--- src/rtl/dec_pkg.sv ---
// Shared types and constants for the one-hot decoder / scan sequencer.
package dec_pkg;

    localparam int   ERR_CNT_W = 8;
    // Out-of-range decodes drive every output bit to this value.
    localparam logic ERR_FILL  = 1'b1;

    typedef enum logic [1:0] {
        DIS    = 2'd0,
        DIRECT = 2'd1,
        SCAN   = 2'd2,
        SWITCH = 2'd3
    } stateE;

    typedef enum logic {
        MODE_DIRECT = 1'b0,
        MODE_SCAN   = 1'b1
    } modeE;

    function automatic logic [ERR_CNT_W-1:0] satInc(input logic [ERR_CNT_W-1:0] cnt);
        return (&cnt) ? cnt : cnt + 1'b1;
    endfunction

endpackage

--- src/rtl/scan_tick.sv ---
// Scan step divider: pulses oTICK on the last of every SCAN_DIV running cycles.
module scan_tick #(
    parameter int SCAN_DIV = 4
) (
    input  logic iCLK,
    input  logic iRSTn,
    input  logic iCLR_DIV,
    input  logic iRUN,
    output logic oTICK
);

    localparam int DIV_W = (SCAN_DIV > 1) ? $clog2(SCAN_DIV) : 1;
    localparam logic [DIV_W-1:0] DIV_LAST = DIV_W'(SCAN_DIV - 1);

    logic [DIV_W-1:0] divCnt;

    assign oTICK = iRUN && (divCnt == DIV_LAST);

    always_ff @(posedge iCLK or negedge iRSTn) begin
        if (!iRSTn) begin
            divCnt <= '0;
        end else if (iCLR_DIV) begin
            divCnt <= '0;
        end else if (iRUN) begin
            divCnt <= (divCnt == DIV_LAST) ? '0 : divCnt + 1'b1;
        end
    end

endmodule

--- src/rtl/dec_scan.sv ---
// Index-to-one-hot decoder with a free-running scan mode and an error counter.
//
// state  | meaning
// DIS    | disabled: outputs blanked, scan index and divider held at 0
// DIRECT | decode iIN on each iVALID transfer
// SCAN   | step a single hot bit through all outputs every SCAN_DIV cycles
// SWITCH | one blank cycle between DIRECT and SCAN
module dec_scan
    import dec_pkg::*;
#(
    parameter int N_OUT    = 10,
    parameter int W_IN     = $clog2(N_OUT),
    parameter int SCAN_DIV = 4
) (
    input  logic                 iCLK,
    input  logic                 iRSTn,
    input  logic                 iEN,
    input  logic                 iMODE,
    input  logic                 iVALID,
    input  logic [W_IN-1:0]      iIN,
    input  logic                 iCLR,
    output logic                 oREADY,
    output logic [N_OUT-1:0]     oOUT,
    output logic                 oVALID,
    output logic                 oERR,
    output logic [W_IN-1:0]      oIDX,
    output logic [ERR_CNT_W-1:0] oERR_CNT
);

    localparam logic [N_OUT-1:0] ONE_LSB  = N_OUT'(1);
    localparam logic [W_IN-1:0]  IDX_LAST = W_IN'(N_OUT - 1);

    stateE           state;
    stateE           nextState;
    modeE            modeReg;
    modeE            reqMode;
    logic [W_IN-1:0] scanIdx;
    logic            tick;
    logic            xfer;
    logic            inRange;
    logic            scanStep;
    logic            blank;

    assign reqMode = modeE'(iMODE);

    always_comb begin
        nextState = state;
        if (!iEN) begin
            nextState = DIS;
        end else begin
            case (state)
                DIS, SWITCH:  nextState = (reqMode == MODE_SCAN) ? SCAN : DIRECT;
                DIRECT, SCAN: if (reqMode != modeReg) nextState = SWITCH;
                default:      nextState = DIS;
            endcase
        end
    end

    always_ff @(posedge iCLK or negedge iRSTn) begin
        if (!iRSTn) begin
            state   <= DIS;
            modeReg <= MODE_DIRECT;
        end else begin
            state <= nextState;
            if (nextState == SCAN)   modeReg <= MODE_SCAN;
            if (nextState == DIRECT) modeReg <= MODE_DIRECT;
        end
    end

    // Not ready on the cycle we leave DIRECT, so a sample is never accepted and then blanked.
    assign oREADY   = (state == DIRECT) && (nextState == DIRECT);
    assign xfer     = oREADY && iVALID;
    assign inRange  = 32'(iIN) < 32'(N_OUT);
    assign scanStep = tick && (nextState == SCAN);
    assign blank    = (nextState == DIS) || (nextState == SWITCH);

    scan_tick #(.SCAN_DIV(SCAN_DIV)) uScanTick (
        .iCLK     (iCLK),
        .iRSTn    (iRSTn),
        .iCLR_DIV (state != SCAN),
        .iRUN     (state == SCAN),
        .oTICK    (tick)
    );

    always_ff @(posedge iCLK or negedge iRSTn) begin
        if (!iRSTn) begin
            oOUT    <= '0;
            oVALID  <= 1'b0;
            oERR    <= 1'b0;
            oIDX    <= '0;
            scanIdx <= '0;
        end else begin
            oVALID <= 1'b0;
            if (blank) begin
                oOUT    <= '0;
                oERR    <= 1'b0;
                scanIdx <= '0;
            end else if (xfer) begin
                oOUT   <= inRange ? (ONE_LSB << iIN) : {N_OUT{ERR_FILL}};
                oERR   <= !inRange;
                oIDX   <= iIN;
                oVALID <= 1'b1;
            end else if (scanStep) begin
                oOUT    <= ONE_LSB << scanIdx;
                oERR    <= 1'b0;
                oIDX    <= scanIdx;
                oVALID  <= 1'b1;
                scanIdx <= (scanIdx == IDX_LAST) ? '0 : scanIdx + 1'b1;
            end
        end
    end

    always_ff @(posedge iCLK or negedge iRSTn) begin
        if (!iRSTn) begin
            oERR_CNT <= '0;
        end else if (iCLR) begin
            oERR_CNT <= '0;
        end else if (xfer && !inRange) begin
            oERR_CNT <= satInc(oERR_CNT);
        end
    end

endmodule

--- config.mk ---
export PLATFORM = sky130hd
export DESIGN_NAME = dec_scan
export DESIGN_NICKNAME = d
export VERILOG_FILES = /design/src/rtl/dec_pkg.sv /design/src/rtl/scan_tick.sv /design/src/rtl/dec_scan.sv
export SDC_FILE = /design/constraint.sdc
export NUM_CORES = 1
export LEC_CHECK = 0
export ABC_AREA = 1
export CORE_ASPECT_RATIO = 1.2
export CORE_MARGIN = 3
export CORE_UTILIZATION = 52
export CTS_CLUSTER_SIZE = 10
export DETAILED_ROUTE_END_ITERATION = 12
export PLACE_DENSITY = 0.79
export SKIP_CTS_REPAIR_TIMING = 1
export SLEW_MARGIN = 5
export SYNTH_ARGS = -nofsm -noshare
export SYNTH_HDL_FRONTEND = slang
export SYNTH_SLANG_ARGS = --single-unit
--- constraint.sdc ---
create_clock -name iCLK -period 2.2 [get_ports iCLK]
set_input_delay 0.44 -clock iCLK [delete_from_list [all_inputs] [get_ports iCLK]]
set_output_delay 0.44 -clock iCLK [all_outputs]
set_load 0.005 [all_outputs]
# After elaboration in Yosys (flattened, before gate mapping)

Index checks and enable logic that the tools add are counted.

Add/subtract/negate cells: 3
$mul: 0
Divide/modulo/power cells: 0
$lt $le $gt $ge: 1
Eq/ne operators: 12
Shifts and indexed selects: 2
Multiplexer cells: 28
Bitwise gates (word level): 1
Reductions and logical operators: 21

Operator list:

| kind                 | number |
|---|---|
| $mux 10              | 4 |
| $mux 4               | 6 |
| $mux 8               | 3 |
| $shl 1x4->10 const A | 2 |
| $mux 2               | 6 |
| $eq 2x2->1 const B   | 5 |
| $reduce_bool 2->1    | 5 |
| $add 8x1->8 const B  | 1 |
| $mux 1               | 8 |
| $reduce_and 8->1     | 1 |
| $reduce_and 2->1     | 3 |
| $logic_and 1x1->1    | 5 |
| $add 4x1->4 const B  | 1 |
| $eq 2x1->1 const B   | 2 |
| $eq 4x4->1 const B   | 1 |
| $logic_not 2->1      | 2 |
| $lt 4x4->1 const B   | 1 |
| $ne 2x2->1 const B   | 2 |
| $pmux 2 s2           | 1 |
| $reduce_or 2->1      | 2 |
| $reduce_bool 3->1    | 1 |
| $add 2x1->2 const B  | 1 |
| $ne 2x1->1 const B   | 1 |
| $logic_not 1->1      | 1 |
| other kinds (3)      | 3 |

Register bits after elaboration: 33
Bits in latches: 0
Memory bits (writable): 0
ROM bits: 0
Input bits: 10
Output and inout port bits: 25
Logic and storage cells: 77
Memories kept: 0

# Logic depth before layout (Yosys ltp)

Depth in word-level cells: 10
Depth in mapped cells: 14

# Modules after synthesis

A second synthesis with hierarchy kept.

Cell total of the unflattened synthesis: 264
Area, all modules: 1990.7 sq um

By module, submodules not included:

| module    | instances | cells each | area an instance (sq um) | seq. area each (sq um) |
|---|---|---|---|---|
| dec_scan  | 1         | 250        | 1881.8                   | 775.7 |
| scan_tick | 1         | 14         | 108.9                    | 50.0 |

# Least setup slack after synthesis

OpenSTA, ideal clock, no wires.

Kind: reg2reg
Start point: register state[0]
End point: register oOUT[2]
Setup time: 83 ps
Arrival: 1884 ps
Setup slack: 233 ps
Cell stages (with the launch flop): 14
Path buffers: 1
Clock period less this slack: 1967 ps
Cell sequence: dfrtp_1 > inv_1 > ha_1 > inv_1 > o21ai_0 > nand2_1 > nand2_1 > ha_1 > inv_1 > nand2_1 > nor2_1 > buf_2 > nand2_1 > o21ai_0

Longest elaborated chain between the ends: 9

Ends and longest elaborated chain:

| element                                  | RTL line                       | text |
|---|---|---|
| from (decl)                              | dec_scan.sv:33                 | `stateE state;` |
| from (signal assigned)                   | dec_scan.sv:64                 | `state <= nextState;` |
| $eq 2x1->1, or another cell as far along | dec_scan.sv:51, dec_scan.sv:71 |  |
| $reduce_or 2->1                          | dec_scan.sv:51                 | `case (state)` |
| $pmux 2 s2                               | dec_scan.sv:51                 |  |
| $mux 2                                   | dec_scan.sv:48                 | `if (!iEN) begin` |
| $eq 2x1->1                               | dec_scan.sv:71                 | `assign oREADY = (state == DIRECT) && (nextState == DIRECT);` |
| $logic_and 1x1->1                        | dec_scan.sv:71                 |  |
| $logic_and 1x1->1                        | dec_scan.sv:72                 | `assign xfer = oREADY && iVALID;` |
| $mux 10                                  | dec_scan.sv:98                 | `end else if (xfer) begin` |
| $mux 10                                  | dec_scan.sv:94                 | `if (blank) begin` |
| to (signal assigned)                     | dec_scan.sv:99                 | `oOUT <= inRange ? (ONE_LSB << iIN) : {N_OUT{ERR_FILL}};` |
| to (signal assigned)                     | dec_scan.sv:104                | `oOUT <= ONE_LSB << scanIdx;` |
| to (decl)                                | dec_scan.sv:23                 | `output logic [N_OUT-1:0] oOUT,` |

Several ways; a longest one is shown, not always the timed one.
A chain may end at the register's enable or synchronous reset.

# Final worst setup path

Start point: register state[1]
End point: output port oREADY

Longest elaborated chain between the ends: 6

Ends and longest elaborated chain:

| element                                  | RTL line                       | text |
|---|---|---|
| $eq 2x1->1, or another cell as far along | dec_scan.sv:51, dec_scan.sv:71 |  |
| $reduce_or 2->1                          | dec_scan.sv:51                 |  |
| $pmux 2 s2                               | dec_scan.sv:51                 |  |
| $mux 2                                   | dec_scan.sv:48                 |  |
| $eq 2x1->1                               | dec_scan.sv:71                 |  |
| $logic_and 1x1->1 *                      | dec_scan.sv:71                 |  |
| to (decl)                                | dec_scan.sv:22                 | `output logic oREADY,` |

Mark *: on every way between the ends. The rest lies on a longest branch, timed or not.

==> key figures <==
Run status
  – Outcome: finished clean

Finish
  – Commonest non-fill, non-tap cell in the layout: nand2_1
  – Most frequent cells in the layout: nand2_1 (98), dfrtp_1 (33), clkdlybuf4s50_1 (32), nand3_1 (27)
  – Fillers: 265
  – Share of cells above drive strength 1: 12.7%
  – Area Growth Syn to Fin: 34.8%
  – Finished Layout Cells: 353
  – Nets: 333
  – Ant. Diodes: 0

Yosys
  – Post-synth EDFFs: 0
  – Post-synth top flop: dfrtp_1
  – Post-synthesis sequential area ratio: 43.4%
  – Post-synthesis net count: 280
  – Mean Syn Cell Area: 7.26 sq um
  – Mapped Cells: 262
  – Yosys warning total: 0
  – Top cells by area, synth: dfrtp_1 (43%), nand2_1 (20%), nand3_1 (7.4%)
  – Mapped Area: 0.00190 sq mm
  – Yosys cell types: 24
  – Yosys top cell by area: dfrtp_1
  – Asr flop ratio synth: 100%
  – FF+latch count, synth: 33
  – Share of the synthesized area in the top cell type: 43.4%

Worst setup path
  – Worst r2r path cells: 14
  – Reg-to-reg slack, setup: 0.18 ns
  – CP required: 1.76 ns
  – CP max FO: 3
  – Worst path arrival time: 1.64 ns
  – CP endpoint kind: output pin
  – Critical path class: flop to output pin
  – Critical R2R Launch: state[1]
  – Startpoint class of the critical path: flop
  – Reg2reg end: oERR_CNT[0]

Clocking
  – H-tree lvl count: 2
  – CTS root buffer: clkbuf_8
  – Worst skew pair latency: 0.29 ns
  – Clk sinks: 33
  – Cts bufs inserted: 5
  – CTS tree: yes
  – CTS Buffer Depth: 2
  – Clock Pin Slew Worst Setup and Hold Paths: 0.07 ns

Placed design
  – # placed instances: 345
  – Detailed placement HPWL: 3.10 mm
  – Setup WS pre-CTS: -0.411 ns
  – I/O Buffers: 34
  – Placer Congestion: 0.862

Timing
  – Minimum clock period: 2.08 ns
  – Fmax: 480 MHz
  – Final Slew Violations: 0
  – Final Hold Vio Count: 0
  – Post-route setup slack: 0.118 ns
  – Final worst-path cycle share: 94.6%
  – Clock skew: 0.00569 ns
  – Measured slew at the worst slew-check pin: 0.403 ns
  – Final setup fails: 0
  – Final TNS setup: 0 ns
  – Hold slack: 0.435 ns
  – Relative slew slack: 73.1%

Global route
  – Vias in the first global route: 1679
  – Pin count of the biggest net entering global routing: 34
  – Global-route wire length before repair: 7.16 mm
  – Overflow after GRT: 0
  – All-Layer GR Usage: 21.7%
  – Initial antenna violation count: 0

Drt
  – Wire length per cell: 11.5 um
  – WL final: 4.07 mm
  – Routed vias: 1780
  – Number of DRC markers in iteration 0: 98
  – Final ANT Viol Nets: 0
  – Vias/cell: 5.04
  – Drt drc: 0
  – TritonRoute pass-1 iters: 4

Floorplan
  – Die ar.: 0.00442 sq mm
  – Starting Density: 55.6%
  – Num ports: 35
  – Num rows: 23
  – Die H: 72.3 um
  – Die W: 61.2 um
  – Core footprint: 0.00342 sq mm

Flow run
  – Max-cap violations: 0

Hold path
  – Hold Crit Class: flop to flop
  – Hold worst-path end: uScanTick.divCnt[0]
  – Hold_sp: uScanTick.divCnt[0]
  – Hold-critical path depth: 1

Power
  – Peak VDD IR: 729 uV
  – Total leakage power: 1.35 nW
  – Pwr Density: 957 mW/mm^2
  – Tot Pwr: 2.46 mW
-- report_power, final --
group          internal [mW]  switching (mW)  total [mW]
Sequential             0.713          0.0840       0.797
Clock                  0.450           0.223       0.672
Combinational          0.443           0.543       0.986
Total                   1.61           0.849        2.45
-- worst max-delay path: stages, from the launching register on --
cell            delay (ns)
dfrtp_1               0.42
ha_4                  0.29
inv_2                 0.03
o21ai_0               0.06
nand2_1               0.07
nand2_1               0.09
ha_2                  0.18
nand2_1               0.05
inv_1                 0.06
dlymetal6s2s_1        0.11
-- per-layer routing --
| metal | part of all wire [%] | global-route usage, % | vias to the layer above |
|---|---|---|---|
| li1 | - | - | 936 |
| met1 | 45 | 27.7 | 799 |
| met2 | 49 | 35.2 | 39 |
| met3 | 4.5 | 6.05 | 6 |
| met4 | 1.4 | 6.51 | 0 |
| met5 | 0 | 0 | - |
-- worst max-delay path by stage --
| stage | startpoint | to | slack (ns) |
|---|---|---|---|
| 2_1_floorplan | state[0] | oOUT[2] | 0.23 |
| 3_3_place_gp | iMODE | oREADY | -0.33 |
| 3_5_place_dp | iMODE | oREADY | -0.41 |
| 4_1_cts | iMODE | oREADY | -0.42 |
| 5_1_grt | state[1] | oREADY | -0.0004 |
| 6_report | state[1] | oREADY | 0.12 |
-- sequential cells by signal (all words and copies together) (netlist names) --
signal,count
oOUT,10
oERR_CNT,8
oIDX,4
scanIdx,4
state,2
uScanTick.divCnt,2
modeReg,1
oERR,1
oVALID,1
-- stage by stage --
step	util, %	instance area [sq um]
6_report	74.9	2560
5_1_grt	74.9	2560
4_1_cts	73.9	2530
3_5_place_dp	70.0	2400
3_3_place_gp	70.0	2400
2_1_floorplan	-	1900
-- cells in the mapped netlist (2+ instances only) --
master	n
nand3_1	28
xor2_1	3
clkbuf_1	2
o21ai_0	18
a21oi_1	5
nand2_2	2
inv_1	26
nor2_2	3
nand2_1	99
nor2_1	23
dfrtp_1	33
ha_1	8
-- cell type report --
cell class,instances,area (sq um),share of cell area (%)
timing repair buffer,50,478,18.6
inverter,28,105,4.10
clock buffer,5,68.8,2.68
multi-input combinational,197,976,38.0
clock inverter,3,65.1,2.54
tap,37,46.3,1.80
sequential,33,826,32.2
-- cell families after synthesis --
group / synth area share, %
AOI/OAI and AO/OA: 7.50
adders and majority gates: 5.26
DFF: 43.4
buffers and inverters: 6.77
xor gates and xnor gates: 1.38
and+or+nand+nor: 35.7
(Power assumes the default switching activity.)
